## config.mk

```make
export PLATFORM = sky130hd
export DESIGN_NAME = ex_longop_ctrl
export DESIGN_NICKNAME = d
export VERILOG_FILES = /design/src/rtl/ex_longop_ctrl_pkg.sv /design/src/rtl/ex_longop_ctrl_hazard_chk.sv /design/src/rtl/ex_longop_ctrl.sv
export SDC_FILE = /design/constraint.sdc
export NUM_CORES = 1
export LEC_CHECK = 0
export ABC_AREA = 1
export CAP_MARGIN = 15
export CORE_MARGIN = 1.5
export CORE_UTILIZATION = 30
export DETAILED_ROUTE_END_ITERATION = 7
export PLACE_DENSITY = 0.68
export SLEW_MARGIN = 20
export SYNTH_ARGS = -nofsm -noshare
export SYNTH_HDL_FRONTEND = slang
export SYNTH_SLANG_ARGS = --single-unit
export TNS_END_PERCENT = 5
```

## constraint.sdc

```tcl
create_clock -name clk -period 4.2 [get_ports clk]
set_input_delay 0.42 -clock clk [delete_from_list [all_inputs] [get_ports clk]]
set_output_delay 0.42 -clock clk [all_outputs]
set_load 0.005 [all_outputs]
```

## src/rtl/ex_longop_ctrl_pkg.sv

```systemverilog
// Shared types for the execute-stage long-op controller: FSM states, counter width
// and the latency-to-counter-preload helper.
package ex_longop_ctrl_pkg;

  localparam int CNT_W = 8;

  typedef enum logic [1:0] {
    S_IDLE   = 2'd0,
    S_BUSY   = 2'd1,
    S_HALTED = 2'd2
  } state_e;

  // Counter preload so that cnt reaches zero exactly in the completion cycle.
  function automatic logic [CNT_W-1:0] cnt_load(input int unsigned lat);
    cnt_load = CNT_W'(lat - 32'd1);
  endfunction

endpackage

```

## src/rtl/ex_longop_ctrl_hazard_chk.sv

```systemverilog
// Scoreboard hazard detect against the single pending long-op destination.
// Only used when EX_SCOREBOARD_EN is defined.
module ex_hazard_chk
  import ex_longop_ctrl_pkg::*;
#(
  parameter int W_RD = 5
) (
  input  logic            v_i,
  input  logic            long_i,
  input  logic            halt_i,
  input  logic            wb_i,
  input  logic [W_RD-1:0] rd_name_i,
  input  logic [W_RD-1:0] rs_name_i,
  input  logic [W_RD-1:0] rt_name_i,
  input  logic [W_RD-1:0] pend_rd_i,
  input  logic            pend_wb_i,
  output logic            hazard_o
);

  logic raw_hit;
  logic waw_hit;

  // RAW on either source, WAW on the destination; a second long op or a halt always waits.
  always_comb begin
    raw_hit  = ((rs_name_i == pend_rd_i) | (rt_name_i == pend_rd_i)) & pend_wb_i;
    waw_hit  = wb_i & (rd_name_i == pend_rd_i) & pend_wb_i;
    hazard_o = v_i & (raw_hit | waw_hit | long_i | halt_i);
  end

endmodule

```

## src/rtl/ex_longop_ctrl.sv

```systemverilog
// Execute-stage issue/writeback controller for one multi-cycle long unit.
// Build option: EX_SCOREBOARD_EN lets independent ALU ops issue while a long op runs.
module ex_longop_ctrl
  import ex_longop_ctrl_pkg::*;
#(
  parameter int WORD = 32,
  parameter int W_RD = 5,
  parameter int LAT  = 16
) (
  input  logic            clk,
  input  logic            rst,
  input  logic            v_i,
  input  logic            long_i,
  input  logic            halt_i,
  input  logic            wb_i,
  input  logic [W_RD-1:0] rd_name_i,
  input  logic [W_RD-1:0] rs_name_i,
  input  logic [W_RD-1:0] rt_name_i,
  input  logic [WORD-1:0] alu_data_i,
  input  logic [WORD-1:0] lu_data_i,
  output logic            stall_o,
  output logic            lu_start_o,
  output logic            busy_o,
  output logic            wb_o,
  output logic [W_RD-1:0] wb_rd_name_o,
  output logic [WORD-1:0] wb_rd_data_o
);

  state_e            state_q, state_d;
  logic [CNT_W-1:0]  cnt_q, cnt_d;
  logic [W_RD-1:0]   pend_rd_q, pend_rd_d;
  logic              pend_wb_q, pend_wb_d;
  logic              busy_q, busy_d;
  logic              wb_q, wb_d;
  logic [W_RD-1:0]   wb_rd_name_q, wb_rd_name_d;
  logic [WORD-1:0]   wb_rd_data_q, wb_rd_data_d;

  logic              hazard;
  logic              complete;
  logic              stall;
  logic              accept;
  logic              lu_start;

`ifdef EX_SCOREBOARD_EN
  ex_hazard_chk #(
    .W_RD (W_RD)
  ) u_hazard (
    .v_i       (v_i),
    .long_i    (long_i),
    .halt_i    (halt_i),
    .wb_i      (wb_i),
    .rd_name_i (rd_name_i),
    .rs_name_i (rs_name_i),
    .rt_name_i (rt_name_i),
    .pend_rd_i (pend_rd_q),
    .pend_wb_i (pend_wb_q),
    .hazard_o  (hazard)
  );
`else
  logic unused_src_names;
  assign unused_src_names = ^{rs_name_i, rt_name_i};
  assign hazard = v_i;
`endif

  // Stall, accept and launch decode.
  always_comb begin
    complete = (state_q == S_BUSY) && (cnt_q == '0);
    case (state_q)
      S_IDLE:   stall = 1'b0;
      S_BUSY: begin
        // Completion cycle owns the write port, so nothing may issue.
        if (complete) stall = 1'b1;
        else          stall = hazard;
      end
      S_HALTED: stall = 1'b1;
      default:  stall = 1'b1;
    endcase
    accept   = v_i & ~stall;
    lu_start = accept & long_i & ~halt_i & (state_q == S_IDLE);
  end

  // Next FSM state, countdown and pending-destination tracking.
  always_comb begin
    state_d   = state_q;
    cnt_d     = cnt_q;
    pend_rd_d = pend_rd_q;
    pend_wb_d = pend_wb_q;
    case (state_q)
      S_IDLE: begin
        if (accept && halt_i) begin
          state_d = S_HALTED;
        end else if (lu_start) begin
          state_d   = S_BUSY;
          cnt_d     = cnt_load(LAT);
          pend_rd_d = rd_name_i;
          pend_wb_d = wb_i;
        end else begin
          state_d = S_IDLE;
        end
      end
      S_BUSY: begin
        if (complete) state_d = S_IDLE;
        else          cnt_d   = cnt_q - CNT_W'(1);
      end
      S_HALTED: state_d = S_HALTED;
      default:  state_d = S_IDLE;
    endcase
    busy_d = (state_d == S_BUSY);
  end

  // Write-port mux: long-unit completion has priority over same-cycle ALU results.
  always_comb begin
    wb_d         = 1'b0;
    wb_rd_name_d = wb_rd_name_q;
    wb_rd_data_d = wb_rd_data_q;
    if (complete && pend_wb_q) begin
      wb_d         = 1'b1;
      wb_rd_name_d = pend_rd_q;
      wb_rd_data_d = lu_data_i;
    end else if (accept && wb_i && !long_i && !halt_i) begin
      wb_d         = 1'b1;
      wb_rd_name_d = rd_name_i;
      wb_rd_data_d = alu_data_i;
    end else begin
      wb_d = 1'b0;
    end
  end

  // State and registered outputs; reset aborts any long op in flight.
  always_ff @(posedge clk or negedge rst) begin
    if (!rst) begin
      state_q      <= S_IDLE;
      cnt_q        <= '0;
      pend_rd_q    <= '0;
      pend_wb_q    <= 1'b0;
      busy_q       <= 1'b0;
      wb_q         <= 1'b0;
      wb_rd_name_q <= '0;
      wb_rd_data_q <= '0;
    end else begin
      state_q      <= state_d;
      cnt_q        <= cnt_d;
      pend_rd_q    <= pend_rd_d;
      pend_wb_q    <= pend_wb_d;
      busy_q       <= busy_d;
      wb_q         <= wb_d;
      wb_rd_name_q <= wb_rd_name_d;
      wb_rd_data_q <= wb_rd_data_d;
    end
  end

  assign stall_o      = stall;
  assign lu_start_o   = lu_start;
  assign busy_o       = busy_q;
  assign wb_o         = wb_q;
  assign wb_rd_name_o = wb_rd_name_q;
  assign wb_rd_data_o = wb_rd_data_q;

endmodule

```

==> flow_metrics.tcl <==
set metrics [dict create \
    cts_tree "built" \
    cts_sinks 55 \
    postCtsHoldBufs 0 \
    cts_setup_buffers 0 \
    wl_per_cell_um 14.5 \
    die_h_um 98 \
    viasPerCell 4.89 \
    vdd_ir_drop_max_mv 0.215 \
    rsz0062_at_grt "no" \
    p_leak_nw 1.77 \
    clockRootBuffer "clkbuf_8" \
    dpl_worst_slack_ps 1700 \
    synthesis.instances 332 \
    cellPowerDensity_nw_per_um2 528 \
    clk_pin_slew_ps 90 \
    p_total_w 0.00210 \
    hp-class "primary input to asynchronous set/reset pin" \
    criticalPathCategory "primary input to primary output" \
    switching_share_pct 33.1 \
    cts_max_path_buffers 2 \
    insertion_delay_ps 300 \
    netlist_area_um2 2710 \
    syn2layout_area_growth_pct 47.0 \
    htreeDepth 2 \
    grt_overflow 0 \
    die_x_um 98 \
    worstPathArrival_ps 2010 \
    p_int_w 0.00141 \
    slew_viol_final 0 \
    antenna_found_initial 0 \
    syn_nets 419 \
    vias 2682 \
    ys_seq_area_share_pct 50.8 \
    ff2ff_setup_slack_ps 2010 \
    cts_buffers 5 \
    synth_warnings 0 \
    period_needed_ps 2430 \
    first_pass_iters 4 \
    antenna_cells 0 \
    p_seq_share_pct 43.2 \
    fmax_mhz 411 \
    cp_max_fo 10 \
    cap_violations 0 \
    rr_endpoint "wb_rd_data_o[8]" \
    grt_pass1_wl_mm 13.4 \
    setup_violations 0 \
    pwr-share-comb_pct 43.2 \
    whs_ps 249 \
    endpoint_kind "primary output" \
    ant_nets 0 \
    synth.avg_cell_area_um2 8.16 \
    maxSlewHeadroom_pct 44.1 \
    place_hpwl_mm 5.30 \
    synth.distinct_cells 24 \
    final_cell_mix "clkdlybuf4s50_1 (114), nand3_1 (108), nand2_1 (86), dfrtp_1 (55), nor2_1 (24)" \
    grt_max_degree 56 \
    layout_commonest_cell "clkdlybuf4s50_1" \
    boundaryPins 126 \
    tns_ps 0 \
    drt-initial-drc-count 151 \
    hold_viol_final 0 \
    die_area_um2 9600 \
    drive_gt1_share_pct 5.23 \
    start_util_pct 31.0 \
    final.period_utilization_pct 57.9 \
    remaining_drc_errors 0 \
    routed_wl_mm 7.94 \
    track_usage_pct 16.9 \
    gp_congestion 0.835 \
    cts_resized 0 \
    crit_path_start_kind "primary input" \
    reg2reg_from "cnt_q[0]" \
    p_clk_share_pct 13.7 \
    setup_ws_ps 1770 \
    outcome "complete, no violations" \
    p_switching_w 0.000695 \
    ys_ff_latch 55 \
    fin_nets 526 \
    crit_required_ps 3780 \
    worst_pin_slew_ps 834 \
    clock_skew_ps 5.04 \
    core_um2 8720 \
    r2r_cells 8 \
    first_global_vias 2829 \
    fp-row-count 34 \
    portBuffers 115 \
]
-- sequential cells by signal, summed over array words and instances (netlist names) --
| signal | cells |
|---|---|
| pend_rd_q | 5 |
| wb_o | 1 |
| cnt_q | 8 |
| state_q | 2 |
| wb_rd_name_o | 5 |
| pend_wb_q | 1 |
| busy_o | 1 |
| wb_rd_data_o | 32 |
-- per-layer routing --
metal  vias up  GRT usage [%]  wire length, µm
met5         -              0                0
li1       1303              -                -
met2        92           29.9             3930
met1      1282           21.6             3520
met4         0           3.63               48
met3         5           3.08              434
-- layout make-up --
type | count | area, µm²
Fill cell | 865 | 4740
Sequential cell | 55 | 1380
Timing Repair Buffer | 119 | 1180
Multi-Input combinational cell | 243 | 1150
Tap cell | 108 | 135
Clock buffer | 7 | 76.3
Inverter | 15 | 58.8
Clock inverter | 1 | 5.00
-- kinds of logic (layout without fill, tap and decap cells) --
logic type / Yosys count / in the layout / share of synthesized area (%)
simple gates: 229 / 229 / 38.9
flops: 55 / 55 / 50.8
buf+inv: 34 / 142 / 6.75
compound gates: 10 / 10 / 1.94
fa+ha+maj: 2 / 2 / 0.924
xor+xnor: 2 / 2 / 0.647
-- worst max-delay path by stage --
stage          depth (start not counted)     start               end
3_3_place_gp                           7    halt_i   wb_rd_data_o[3]
3_5_place_dp                           7    halt_i   wb_rd_data_o[0]
4_1_cts                                5       v_i        lu_start_o
5_1_grt                                5       v_i        lu_start_o
6_report                               5       v_i        lu_start_o
2_1_floorplan                          9  cnt_q[0]  wb_rd_data_o[10]
-- cells in the mapped netlist (all sizes together) --
cell,number,area share (%)
nor3,2,0.37
nand3,109,21
buf,17,4.3
clkbuf,2,0.28
dfrtp,55,51
nor3b,1,0.69
o21ai,8,1.5
o21a,1,0.28
xor2,2,0.65
a21oi,1,0.18
nor2,27,4.4
inv,15,2.2
nand2,89,13
nand4,1,0.23
ha,2,0.92
-- worst max-delay path: stages --
cell and delay, ps:
clkdlybuf4s50_1 470, nor3b_4 200, nand2_2 190, inv_2 180, clkdlybuf4s50_1 530
-- power groups by stage --
stage	combinational, W	clock (W)	sequential (W)
global route	0.00101	0.000320	0.000943
floorplan	0.000361	0	0.000918
detailed placement	0.000918	0	0.000918
CTS	0.000923	0.000303	0.000908
global placement	0.000900	0	0.000907
finish	0.000907	0.000287	0.000907
-- stage by stage --
step	util, %	instances	area [µm²]
floorplan	-	332	2710
global route	45.7	548	3980
global placement	44.7	540	3900
detailed placement	44.7	540	3900
CTS	45.7	548	3980
finish	45.7	548	3980
Note: power is estimated with default switching activity, not from simulation.
